$ cat config.mk
export PLATFORM = sky130hd
export DESIGN_NAME = mult_share_arbiter
export DESIGN_NICKNAME = d
export VERILOG_FILES = /design/src/rtl/mult_share_arbiter_pkg.sv /design/src/rtl/mult_share_arbiter_rr_arbiter.sv /design/src/rtl/mult_share_arbiter.sv
export SDC_FILE = /design/constraint.sdc
export NUM_CORES = 1
export LEC_CHECK = 0
export ABC_CLOCK_PERIOD_IN_PS = 3300
export BUFFER_PORTS_ARGS = -buffer_cell sky130_fd_sc_hd__buf_4
export CAP_MARGIN = 30
export CORE_MARGIN = 2
export CORE_UTILIZATION = 46
export DETAILED_ROUTE_END_ITERATION = 16
export HOLD_SLACK_MARGIN = 0.05
export PLACE_DENSITY_LB_ADDON = 0.12
export SETUP_SLACK_MARGIN = 0.02
export SYNTH_ARGS = -nofsm -noshare
export SYNTH_HDL_FRONTEND = slang
export SYNTH_SLANG_ARGS = --single-unit
export TNS_END_PERCENT = 20
$ cat constraint.sdc
create_clock -name clk -period 3.3 [get_ports clk]
set_input_delay 0.66 -clock clk [delete_from_list [all_inputs] [get_ports clk]]
set_output_delay 0.66 -clock clk [all_outputs]
set_load 0.05 [all_outputs]
$ cat src/rtl/mult_share_arbiter_pkg.sv
// Shared constants and tag type for the multiplier-sharing arbiter.
// The tag travels alongside each operation through the external multiplier.
package mult_share_arbiter_pkg;

    localparam int unsigned NUM_REQ   = 4;
    localparam int unsigned ID_W      = 2;
    localparam int unsigned OP_W      = 4;
    localparam int unsigned MUL_LAT   = 5;
    localparam int unsigned TAG_DEPTH = MUL_LAT + 1;
    localparam int unsigned CNT_W     = 4;

    typedef struct packed {
        logic            valid;
        logic [ID_W-1:0] id;
    } tag_t;

endpackage

$ cat src/rtl/mult_share_arbiter_rr_arbiter.sv
// Round-robin grant selection with a registered pointer.
// The search starts at the pointer and wraps; gnt is combinational.
module mult_share_arbiter_rr_arbiter
    import mult_share_arbiter_pkg::*;
(
    input  logic               clk_i,
    input  logic               rst_i,
    input  logic               hold_i,
    input  logic [NUM_REQ-1:0] req_i,
    output logic [NUM_REQ-1:0] gnt_o,
    output logic [ID_W-1:0]    gnt_id_o,
    output logic               gnt_valid_o
);

    logic [ID_W-1:0] ptr_q, ptr_d;

    always_comb begin
        logic            found;
        logic [ID_W-1:0] sel;
        found       = 1'b0;
        sel         = '0;
        gnt_o       = '0;
        gnt_id_o    = '0;
        gnt_valid_o = 1'b0;
        ptr_d       = ptr_q;
        if (!hold_i && !rst_i) begin
            for (int unsigned off = 0; off < NUM_REQ; off++) begin
                sel = ID_W'((32'(ptr_q) + off) % NUM_REQ);
                if (!found && req_i[sel]) begin
                    found          = 1'b1;
                    gnt_o[sel]     = 1'b1;
                    gnt_id_o       = sel;
                    gnt_valid_o    = 1'b1;
                    ptr_d          = ID_W'((32'(sel) + 1) % NUM_REQ);
                end
            end
        end
    end

    always_ff @(posedge clk_i or posedge rst_i) begin
        if (rst_i) begin
            ptr_q <= '0;
        end else begin
            ptr_q <= ptr_d;
        end
    end

endmodule

$ cat src/rtl/mult_share_arbiter.sv
// Shares one pipelined multiplier among NUM_REQ requesters; a tag pipeline
// aligned with the multiplier latency routes each product back to its issuer.
module mult_share_arbiter
    import mult_share_arbiter_pkg::*;
(
    input  logic                    clk,
    input  logic                    rst,
    input  logic                    hold,
    input  logic [NUM_REQ-1:0]      req,
    input  logic [NUM_REQ*OP_W-1:0] a_in,
    input  logic [NUM_REQ*OP_W-1:0] b_in,
    output logic [NUM_REQ-1:0]      gnt,
    output logic [OP_W-1:0]         mul_a,
    output logic [OP_W-1:0]         mul_b,
    input  logic [2*OP_W-1:0]       mul_p,
    output logic [NUM_REQ-1:0]      rsp_valid,
    output logic [2*OP_W-1:0]       rsp_p,
    output logic [ID_W-1:0]         rsp_id,
    output logic [CNT_W-1:0]        inflight,
    output logic                    idle
);

    logic [ID_W-1:0]    gnt_id;
    logic               gnt_valid;
    logic [OP_W-1:0]    issue_a, issue_b;
    tag_t               issue_tag;
    tag_t               tag_q [TAG_DEPTH];
    tag_t               ret_tag;
    logic [NUM_REQ-1:0] ret_onehot;

    logic [OP_W-1:0]    mul_a_q, mul_b_q;
    logic [NUM_REQ-1:0] rsp_valid_q;
    logic [2*OP_W-1:0]  rsp_p_q;
    logic [ID_W-1:0]    rsp_id_q;
    logic [CNT_W-1:0]   inflight_q, inflight_d;

    mult_share_arbiter_rr_arbiter u_rr (
        .clk_i       (clk),
        .rst_i       (rst),
        .hold_i      (hold),
        .req_i       (req),
        .gnt_o       (gnt),
        .gnt_id_o    (gnt_id),
        .gnt_valid_o (gnt_valid)
    );

    // Idle slots push zero operands so the multiplier never sees stale data.
    always_comb begin
        issue_a         = '0;
        issue_b         = '0;
        issue_tag.valid = gnt_valid;
        issue_tag.id    = gnt_id;
        if (gnt_valid) begin
            issue_a = a_in[32'(gnt_id)*OP_W +: OP_W];
            issue_b = b_in[32'(gnt_id)*OP_W +: OP_W];
        end
    end

    assign ret_tag = tag_q[TAG_DEPTH-1];

    always_comb begin
        ret_onehot             = '0;
        ret_onehot[ret_tag.id] = 1'b1;
    end

    always_comb begin
        inflight_d = inflight_q;
        case ({gnt_valid, ret_tag.valid})
            2'b10:   inflight_d = inflight_q + 1'b1;
            2'b01:   inflight_d = inflight_q - 1'b1;
            default: inflight_d = inflight_q;
        endcase
    end

    always_ff @(posedge clk or posedge rst) begin
        if (rst) begin
            for (int unsigned k = 0; k < TAG_DEPTH; k++) begin
                tag_q[k] <= '0;
            end
        end else begin
            tag_q[0] <= issue_tag;
            for (int unsigned k = 1; k < TAG_DEPTH; k++) begin
                tag_q[k] <= tag_q[k-1];
            end
        end
    end

    always_ff @(posedge clk or posedge rst) begin
        if (rst) begin
            mul_a_q     <= '0;
            mul_b_q     <= '0;
            rsp_valid_q <= '0;
            rsp_p_q     <= '0;
            rsp_id_q    <= '0;
            inflight_q  <= '0;
        end else begin
            mul_a_q     <= issue_a;
            mul_b_q     <= issue_b;
            inflight_q  <= inflight_d;
            rsp_valid_q <= '0;
            if (ret_tag.valid) begin
                rsp_valid_q <= ret_onehot;
                rsp_p_q     <= mul_p;
                rsp_id_q    <= ret_tag.id;
            end
        end
    end

    assign mul_a     = mul_a_q;
    assign mul_b     = mul_b_q;
    assign rsp_valid = rsp_valid_q;
    assign rsp_p     = rsp_p_q;
    assign rsp_id    = rsp_id_q;
    assign inflight  = inflight_q;
    assign idle      = (inflight_q == '0) && (req == '0);

endmodule

==> impl_metrics.json, run 1 <==
{
  "avgRoutedWirePerCell_um": 13.2,
  "wl_um": 4940,
  "clock_latency_ns": 0.29,
  "grt_usage_pct": 17.5,
  "critPathLaunchType": "flip-flop",
  "worstSetupPathType": "flip-flop to primary output",
  "synthToLayoutAreaGrowth_pct": 35.7,
  "min_path_cells": 0,
  "core_um2": 5110,
  "synth_area_per_cell_um2": 11.3,
  "crit_path_max_fanout": 7,
  "netlist_area_um2": 2420,
  "cts-root-buf": "clkbuf_8",
  "initial_core_util_pct": 47.4,
  "via_per_inst": 5.20,
  "rr_worst_depth": 11,
  "cts_sinks": 46,
  "fmax_ghz": 0.311,
  "synthCells": 215,
  "synth-seq-area-share_pct": 47.5,
  "nets": 361,
  "grt.overflow.total": 0,
  "total_leakage_power_nw": 1.61,
  "grt_pass1_vias": 1810,
  "diodes": 0,
  "place_ws_ns": 0.130,
  "cpMaxStageDelayCell": "mux4_2",
  "grt_pass1_wl_um": 8270,
  "hold_viol_final": 0,
  "cts_tree": "yes",
  "drt_iter0_drc": 69,
  "synth_cell_types": 39,
  "crit_chain": "clkinv_2 -> ha_4 -> mux4_2 -> a22oi_1 -> nor2_1 -> a221oi_1 -> nor2_4 -> buf_4",
  "final_common_cell": "buf_4",
  "htreeDepth": 2,
  "setup_ws_ns": 0.0798,
  "grt_max_degree": 47,
  "slew-limit-headroom_pct": 42.3,
  "clkSlewWorstSetupHoldPaths_ns": 0.08,
  "antenna_left": 0,
  "layout_common_cells": "84 x buf_4, 46 x dfrtp_1, 28 x nand2_1, 20 x mux2i_1, 12 x nor2_1",
  "min_path_type": "flip-flop to flip-flop",
  "critPathRequiredTime_ns": 2.64,
  "cts_buffers": 5,
  "clock_path_buffers": 2,
  "critPathArrivalTime_ns": 2.56,
  "status": "finished, final reports clean",
  "antenna_found_initial": 0,
  "finalCriticalPeriod_ns": 3.22,
  "finalMaxSlewViolations": 0,
  "tightest_slew_ns": 0.865,
  "drc": 0,
  "min_period_over_period_pct": 97.6,
  "final.setup_skew_ns": 0.00416,
  "yosys_warnings": 0,
  "die_h_um": 76.6,
  "port_buffers": 77,
  "fp.dieW_um": 76.6,
  "rsz0062_at_grt": "yes",
  "max_stage_delay_ns": 0.60,
  "setup_viol": 0,
  "placementRows": 26,
  "drtPass1Iterations": 4,
  "globalplace.congestion": 0.806,
  "synth-seq-cells": 46,
  "cap_violations": 0,
  "ios": 78,
  "drive_above_1_share_pct": 42.9,
  "synth_nets": 273,
  "powerDensity_nw_per_um2": 921,
  "dp_hpwl_um": 3690,
  "cts-hold-fix-buffers": 0,
  "fin_util_pct": 64.4,
  "ir_drop_v": 0.000643,
  "die_area_um2": 5860,
  "vias": 1941,
  "worst_setup_path_end_kind": "primary output"
}
worst paths after layout:
kind | from | endpoint | slack [ns]
max | u_rr.ptr_q[0] | gnt[3] | 0.08
min | tag_q[9] | tag_q[6] | 0.35
max reg2reg | u_rr.ptr_q[0] | inflight[3] | 0.26
min reg2reg | tag_q[9] | tag_q[6] | 0.35
max in group asynchronous | rst | ret_tag[0] | 2.19
min in group asynchronous | rst | inflight[1] | 0.56
synthesized netlist by cell type, drive strengths merged:
cell type  count  share of area, %
dfrtp         46                48
nand2         28               4.3
mux2i         21               8.7
nor2          18               2.8
ha            11               5.7
mux2          11               5.1
o21ai         11               2.3
a21oi          9               2.6
a221o          8               3.3
inv            7               1.1
a22oi          5               1.5
a221oi         4               1.4
clkbuf         4              0.62
xor2           4               1.4
buf            3               1.4
mux4           3               2.9
a211oi         2              0.62
nor3b          2              0.83
or2            2              0.52
xnor2          2              0.72
a21o           1              0.31
and3           1              0.26
and3b          1              0.36
clkinv         1              0.15
nand2b         1              0.36
nand3          1              0.21
nand4          1              0.26
nand4bb        1              0.46
nor2b          1              0.57
nor4bb         1              0.41
o211ai         1              0.31
o22ai          1              0.26
or3            1              0.26
or4            1              0.31
registers in the layout, indices dropped and copies added, names as in the netlist:
| name | count |
|---|---|
| inflight | 4 |
| mul_a | 4 |
| mul_b | 4 |
| ret_tag | 3 |
| rsp_id | 2 |
| rsp_p | 8 |
| rsp_valid | 4 |
| tag_q | 15 |
| u_rr.ptr_q | 2 |
logic make-up after synthesis:
kind of cell / share of synthesized area [%]
simple gates: 11.9
flops: 47.5
compound gates: 12.7
mux: 16.7
buf+inv: 3.25
fa+ha+maj: 5.68
xor+xnor: 2.17
metrics by stage:
step | cells | setup TNS, ns | hold slack [ns] | instance area, um^2 | power (mW)
2_1_floorplan | 215 | 0 | 0.331 | 2470 | 2.18
3_3_place_gp | 360 | 0 | 0.332 | 3120 | 2.58
3_5_place_dp | 361 | 0 | 0.338 | 3130 | 2.60
4_1_cts | 369 | 0 | 0.354 | 3220 | 2.94
5_1_grt | 373 | -0.155 | 0.357 | 3290 | 3.23
6_report | 373 | 0 | 0.349 | 3290 | 3.03
power breakdown:
part	switching [mW]	total [mW]	internal (mW)
clock network	0.164	0.306	0.142
logic	1.12	1.91	0.784
registers	0.0984	0.813	0.715
cell type report:
| cell class | count | area (um^2) |
|---|---|---|
| clock buffer | 5 | 68.8 |
| clock inverter | 2 | 10.0 |
| fill | 425 | 1820 |
| inverter | 8 | 31.3 |
| multi-input combinational | 154 | 1260 |
| sequential | 46 | 1150 |
| tap | 70 | 87.6 |
| timing repair buffer | 88 | 676 |
critical path: cells and delay by family, from the launching register on:
| family | cells | cell delay (ns) |
|---|---|---|
| compound gates | 2 | 0.63 |
| mux | 1 | 0.60 |
| flops | 1 | 0.38 |
| fa+ha+maj | 1 | 0.30 |
| buf+inv | 2 | 0.27 |
| simple gates | 2 | 0.09 |
metal layers:
layer  up-vias  routed length, um  part of all wire (%)  global-route usage (%)
li1        942                  -                     -                       -
met1       918               2130                    43                    22.0
met2        75               2410                    49                    29.4
met3         6                316                   6.4                    4.03
met4         0                 82                   1.7                    6.55
met5         -                  0                     0                       0
what timing repair did:
action | 4_1_cts | 5_1_grt
setup buffers | 1 | 4
pin swaps | 0 | 2
resized for setup | 3 | 9
endpoints found under the setup margin | 4 | 5
No activity file was read; power rests on OpenSTA's default activity.
==> run 2, diff against run 1 <==
--- a/config.mk
+++ b/config.mk
@@ -5,6 +5,7 @@
 export SDC_FILE = /design/constraint.sdc
 export NUM_CORES = 1
 export LEC_CHECK = 0
+export ABC_AREA = 1
 export ABC_CLOCK_PERIOD_IN_PS = 3300
 export BUFFER_PORTS_ARGS = -buffer_cell sky130_fd_sc_hd__buf_4
 export CAP_MARGIN = 30
@@ -16,5 +17,6 @@
 export SETUP_SLACK_MARGIN = 0.02
 export SYNTH_ARGS = -nofsm -noshare
 export SYNTH_HDL_FRONTEND = slang
+export SYNTH_HIERARCHICAL = 1
 export SYNTH_SLANG_ARGS = --single-unit
 export TNS_END_PERCENT = 20
==> run 2 against run 1 <==
Sequential cell count unchanged. Combinational power down 5%. Clock power up 14%. Non-clock buffer count down 6. Register-to-register slack better by 0.15 ns. Die area up 0.39%. Hold slack worse by 0.11 ns. Power up 0.42%. Cell area down 3.2%. Global-route usage up 1.2 points. Cell count up 17%. Area after synthesis up 0.41%. Critical endpoint is now gnt[2].
==> impl_metrics.json, run 2 <==
{
  "grt.overflow.total": 0,
  "r2r_slack_ns": 0.41,
  "cpMaxStageDelayCell": "dfrtp_2",
  "path_buf_inv": 4,
  "nets": 423,
  "fp.dieW_um": 76.7,
  "synth_edf_count": 0,
  "grt_max_degree": 45,
  "critPathLaunchType": "flip-flop",
  "nFillCells": 453,
  "final_common_cell": "buf_4",
  "total_leakage_power_nw": 1.71,
  "synth_cell_types": 31,
  "placementRows": 26,
  "hold_viol_final": 0,
  "dp_hpwl_um": 3790,
  "drt_iter0_drc": 84,
  "largest_register_ffs": 15,
  "ios": 78,
  "status": "finished, final reports clean",
  "r2r-start": "u_rr/ptr_q[0]",
  "fin_util_pct": 62.3,
  "core_um2": 5110,
  "layout_common_cells": "82 x buf_4, 50 x nor2_1, 45 x dfrtp_1, 41 x nand2_1, 31 x inv_1",
  "clkSlewWorstSetupHoldPaths_ns": 0.09,
  "yosysTopAreaCell": "dfrtp_1",
  "diodes": 0,
  "synth_flop_cell": "dfrtp_1",
  "cp_top_family": "buffers and inverters",
  "yosys_warnings": 6,
  "netlist_top_cells_area": "dfrtp_1 47%, nor2_1 7.7%, nand2_1 6.3%",
  "cts_buffers": 5,
  "placed_area_um2": 3090,
  "fin_setup_tns_ns": 0,
  "antenna_left": 0,
  "htreeDepth": 2,
  "avgRoutedWirePerCell_um": 11.6,
  "synth-seq-area-share_pct": 47.3,
  "synthToLayoutAreaGrowth_pct": 30.8,
  "port_buffers": 77,
  "drc": 0,
  "rsz0062_at_grt": "no",
  "worstSetupPathType": "flip-flop to primary output",
  "wl_um": 5060,
  "clock_latency_ns": 0.30,
  "vias": 2085,
  "synthTopCellsByCount": "50 x nor2_1, 46 x dfrtp_1, 41 x nand2_1",
  "slew-limit-headroom_pct": 40.5,
  "drive_above_1_share_pct": 34.2,
  "min_period_over_period_pct": 91.9,
  "crit_path_max_fanout": 10,
  "drtPass1Iterations": 4,
  "cts_tree": "yes",
  "critPathRequiredTime_ns": 2.64,
  "finalCriticalPeriod_ns": 3.03,
  "cts_sinks": 46,
  "die_h_um": 76.7,
  "worst_setup_path_end_kind": "primary output",
  "multiInputGateArea_um2": 1080,
  "cap_violations": 0,
  "grt_usage_pct": 18.7,
  "synth_area_per_cell_um2": 8.66,
  "tightest_slew_ns": 0.891,
  "cts-root-buf": "clkbuf_8",
  "crit_chain": "inv_2 -> ha_1 -> inv_1 -> nand3_2 -> nand2_4 -> nand3_2 -> o21ai_0 -> o21ai_1 -> inv_1 -> buf_4",
  "via_per_inst": 4.78,
  "synthCells": 281,
  "clock_path_buffers": 2,
  "initial_core_util_pct": 47.6,
  "synth_top_cell_area_share_pct": 47.3,
  "fmax_ghz": 0.330,
  "yosys.cell_count.top_type": "nor2_1",
  "critPathArrivalTime_ns": 2.37,
  "seq_area_um2": 1150,
  "synth-seq-cells": 46,
  "grt_pass1_vias": 1901,
  "globalplace.congestion": 0.910,
  "startpoint": "u_rr/ptr_q[0]",
  "powerDensity_nw_per_um2": 955,
  "max_stage_delay_ns": 0.48,
  "ir_drop_v": 0.000412,
  "antenna_found_initial": 0,
  "final.setup_skew_ns": 0.00502,
  "finalMaxSlewViolations": 0,
  "min_path_type": "input pin to asynchronous set/reset pin",
  "grt_pass1_wl_um": 8940,
  "largest_register": "tag_q",
  "cts-hold-fix-buffers": 0,
  "synth_nets": 339,
  "async_reset_ff_share_pct": 100,
  "setup_viol": 0,
  "die_area_um2": 5890,
  "netlist_area_um2": 2430,
  "final_cell_area_um2": 3180
}
==> run 2: per-stage QoR <==
stage | instances | hold slack, ns | power, mW | setup WS (ns)
2_1_floorplan | 281 | 0.331 | 2.24 | 0.447
3_3_place_gp | 428 | 0.334 | 2.67 | 0.489
3_5_place_dp | 428 | 0.335 | 2.69 | 0.314
4_1_cts | 436 | 0.233 | 3.05 | 0.163
5_1_grt | 436 | 0.235 | 3.28 | 0.0564
6_report | 436 | 0.236 | 3.04 | 0.268
==> run 2: where the power goes <==
part / switching (mW) / internal (mW) / total [mW]
clock: 0.199 / 0.152 / 0.350
combinational: 1.22 / 0.593 / 1.81
sequential: 0.127 / 0.750 / 0.877
==> run 2: layer usage <==
metal  GRT usage (%)  up-vias  routed length, um
met4            4.36        0                 46
met2            28.9       69               2280
met3            4.71        6                342
li1                -     1055                  -
met5               0        -                  0
met1            26.7      955               2390
==> run 2: path summary, 6_finish.rpt <==
kind | endpoint | depth (start not counted)
setup / recovery | gnt[2] | 10
hold / removal | u_rr/ptr_q[0] | 2
setup reg to reg | inflight[2] | 18
hold reg to reg | tag_q[6] | 0
max in group asynchronous | tag_q[17] | 2
min in group clk | tag_q[6] | 0
==> run 2: repair_timing <==
item,in CTS,in global routing
resized for setup,0,1
endpoints found under the setup margin,0,5
buffers inserted,0,0
==> run 2: final cells by class <==
class / instances / area share [%]
inverter: 39 / 4.68
clock inverter: 3 / 0.747
multi-input combinational: 191 / 34.1
sequential: 46 / 36.2
timing repair buffer: 82 / 19.4
clock buffer: 5 / 2.16
tap: 70 / 2.75
==> run 2: kinds of logic (layout without fill, tap and decap cells) <==
family	count (synthesis)	count (layout)	synth area share [%]
buffers and inverters	44	129	8.13
adder cells (fa/ha/maj)	11	11	5.66
AO/OA/AOI/OAI	47	47	9.93
flip-flops	46	46	47.3
multiplexers	8	8	3.70
AND/OR/NAND/NOR	123	123	24.5
XOR/XNOR	2	2	0.720
==> run 3, diff against run 2 <==
--- a/config.mk
+++ b/config.mk
@@ -7,14 +7,14 @@
 export LEC_CHECK = 0
 export ABC_AREA = 1
 export ABC_CLOCK_PERIOD_IN_PS = 3300
-export BUFFER_PORTS_ARGS = -buffer_cell sky130_fd_sc_hd__buf_4
 export CAP_MARGIN = 30
 export CORE_MARGIN = 2
-export CORE_UTILIZATION = 46
+export CORE_UTILIZATION = 55
 export DETAILED_ROUTE_END_ITERATION = 16
+export DONT_BUFFER_PORTS = 1
 export HOLD_SLACK_MARGIN = 0.05
 export PLACE_DENSITY_LB_ADDON = 0.12
-export SETUP_SLACK_MARGIN = 0.02
+export SETUP_SLACK_MARGIN = 0.3
 export SYNTH_ARGS = -nofsm -noshare
 export SYNTH_HDL_FRONTEND = slang
 export SYNTH_HIERARCHICAL = 1
==> constraint.sdc (replaced) <==
create_clock -name clk -period 3.3 [get_ports clk]
set_input_delay 0.825 -clock clk [delete_from_list [all_inputs] [get_ports clk]]
set_output_delay 0.825 -clock clk [all_outputs]
set_load 0.05 [all_outputs]
==> run 3 against run 2 <==
Combinational power fell by 29%. Clock skew shrank 0.00057 ns. Critical endpoint is now gnt[0]. Routed wire length decreased by 13%. Non-clock buffer count down 73. Hold slack gained 0.038 ns. Die area shrank 16%. Critical path depth is the same. Critical path type unchanged. Setup slack improved by 0.14 ns. Largest cell class unchanged.
==> impl_metrics.json, run 3 (same netlist as run 2, synthesis figures left out) <==
{
  "status": "finished, final reports clean",
  "tightest_slew_ns": 0.866,
  "fin_setup_tns_ns": 0,
  "clkSlewWorstSetupHoldPaths_ns": 0.08,
  "critPathArrivalTime_ns": 2.07,
  "rsz0062_at_grt": "yes",
  "ios": 78,
  "largest_register_ffs": 15,
  "slew-limit-headroom_pct": 42.2,
  "cpMaxStageDelayCell": "ha_2",
  "nFillCells": 355,
  "p_sw_share_pct": 52.8,
  "grt_max_degree": 45,
  "crit_chain": "inv_4 -> ha_2 -> inv_2 -> nand3_2 -> nand2_4 -> nor2_4 -> a21oi_1 -> o21ai_1 -> o21ai_1 -> inv_2",
  "htreeDepth": 2,
  "drt_iter0_drc": 57,
  "ir_drop_v": 0.000495,
  "finalMaxSlewViolations": 0,
  "core_um2": 4290,
  "setup_viol": 0,
  "avgRoutedWirePerCell_um": 12.8,
  "finalPower_mw": 2.86,
  "clkPwrFrac_pct": 11.7,
  "multiInputGateArea_um2": 1100,
  "port_buffers": 0,
  "max_stage_delay_ns": 0.41,
  "internal_power_mw": 1.35,
  "grt_usage_pct": 18.1,
  "initial_core_util_pct": 56.6,
  "cts-root-buf": "clkbuf_8",
  "setup_ws_ns": 0.407,
  "grt.overflow.total": 0,
  "power.share.sequential_pct": 43.5,
  "min_period_over_period_pct": 87.7,
  "fp.dieW_um": 70.5,
  "layout_common_cells": "48 x nor2_1, 46 x dfrtp_1, 41 x nand2_1, 26 x inv_1, 20 x o21ai_1",
  "vias": 1805,
  "placementRows": 24,
  "final_common_cell": "nor2_1",
  "largest_register": "tag_q",
  "cts_tree": "yes",
  "via_per_inst": 5.23,
  "cts_buffers": 5,
  "synthToLayoutAreaGrowth_pct": 7.97,
  "seq_area_um2": 1150,
  "pwr-share-comb_pct": 44.8,
  "drive_above_1_share_pct": 20.1,
  "die_area_um2": 4970,
  "cts_sinks": 46,
  "worst_setup_path_end_kind": "primary output",
  "powerDensity_nw_per_um2": 1090,
  "crit_path_max_fanout": 8,
  "fin_util_pct": 61.2,
  "nets": 350,
  "cp_top_family": "adder cells",
  "min_path_type": "input pin to asynchronous set/reset pin",
  "antenna_found_initial": 0,
  "clock_path_buffers": 2,
  "clock_latency_ns": 0.29,
  "cap_violations": 0,
  "die_h_um": 70.5,
  "final.setup_skew_ns": 0.00445,
  "critPathRequiredTime_ns": 2.47,
  "drc": 0,
  "place_ws_ns": 0.485,
  "critPathLaunchType": "flip-flop",
  "finalCriticalPeriod_ns": 2.89,
  "drtPass1Iterations": 4,
  "hold_viol_final": 0,
  "grt_pass1_vias": 1607,
  "path_buf_inv": 3,
  "antenna_left": 0,
  "diodes": 0,
  "wl_um": 4400,
  "dp_hpwl_um": 3320,
  "p_sw_mw": 1.51,
  "fmax_ghz": 0.346,
  "worstSetupPathType": "flip-flop to primary output",
  "total_leakage_power_nw": 1.34,
  "grt_pass1_wl_um": 7250,
  "globalplace.congestion": 0.924
}
## run 3: changes by cell type in the layout (fill, tap and decap cells not counted), sizes merged
cell  change
buf      -73
## run 3: final cells by class
type	instances	share of cell area (%)
Clock buffer	5	2.62
Clock inverter	3	0.905
Tap cell	52	2.48
Timing Repair Buffer	9	2.57
Inverter	39	5.76
Sequential cell	46	43.8
Multi-Input combinational cell	191	41.8
## run 3: layer usage
| metal | vias to the layer above | global-route usage [%] | share of wire [%] |
|---|---|---|---|
| li1 | 911 | - | - |
| met4 | 0 | 4.27 | 0.70 |
| met3 | 5 | 4.62 | 5.3 |
| met5 | - | 0 | 0 |
| met1 | 829 | 23.4 | 45 |
| met2 | 60 | 30.5 | 49 |
## run 3: power groups by stage
stage	Combinational (mW)	Clock (mW)	Sequential [mW]
after floorplan	1.00	0	1.24
after global placement	1.23	0	1.25
after detailed placement	1.22	0	1.26
after CTS	1.23	0.346	1.25
after global routing	1.44	0.369	1.27
final	1.28	0.335	1.24
## run 3: final timing paths
path,startpoint,end,slack [ns],depth (start not counted)
max,u_rr/ptr_q[1],gnt[0],0.41,10
min,rst,u_rr/ptr_q[0],0.27,1
max reg2reg,u_rr/ptr_q[1],inflight[2],0.59,19
min reg2reg,tag_q[12],tag_q[9],0.35,0
max in group asynchronous,rst,mul_b[2],2.17,1
min in group clk,tag_q[12],tag_q[9],0.35,0
## run 3: worst register-to-register path, cell delays in order, from the launching register on
cell and delay (ns):
dfrtp_1 0.40, inv_4 0.08, ha_2 0.41, inv_2 0.07, nand3_2 0.09, nand2_4 0.11
nand2_4 0.10, nor2_4 0.04, nand2_2 0.06, nand2_1 0.07, inv_2 0.09, clkinv_1 0.08
ha_1 0.24, nand2_1 0.07, inv_1 0.06, nor2_2 0.10, ha_1 0.15, a21oi_1 0.05
or2_1 0.25, a31oi_1 0.12
## run 3: timing repair
item / CTS / global route
hold buffers: 0 / 0
endpoints found under the hold margin: 0 / 0
pin swaps: 0 / 3
resized for setup: 2 / 9
setup buffers: 0 / 2
endpoints found under the setup margin: 4 / 5
## run 3: stage by stage
step                hold WS [ns]  instances  instance area, um^2
floorplan                  0.331        281                 2430
global placement           0.332        335                 2500
detailed placement         0.335        335                 2500
CTS                        0.269        343                 2590
global route               0.260        345                 2630
finish                     0.274        345                 2630
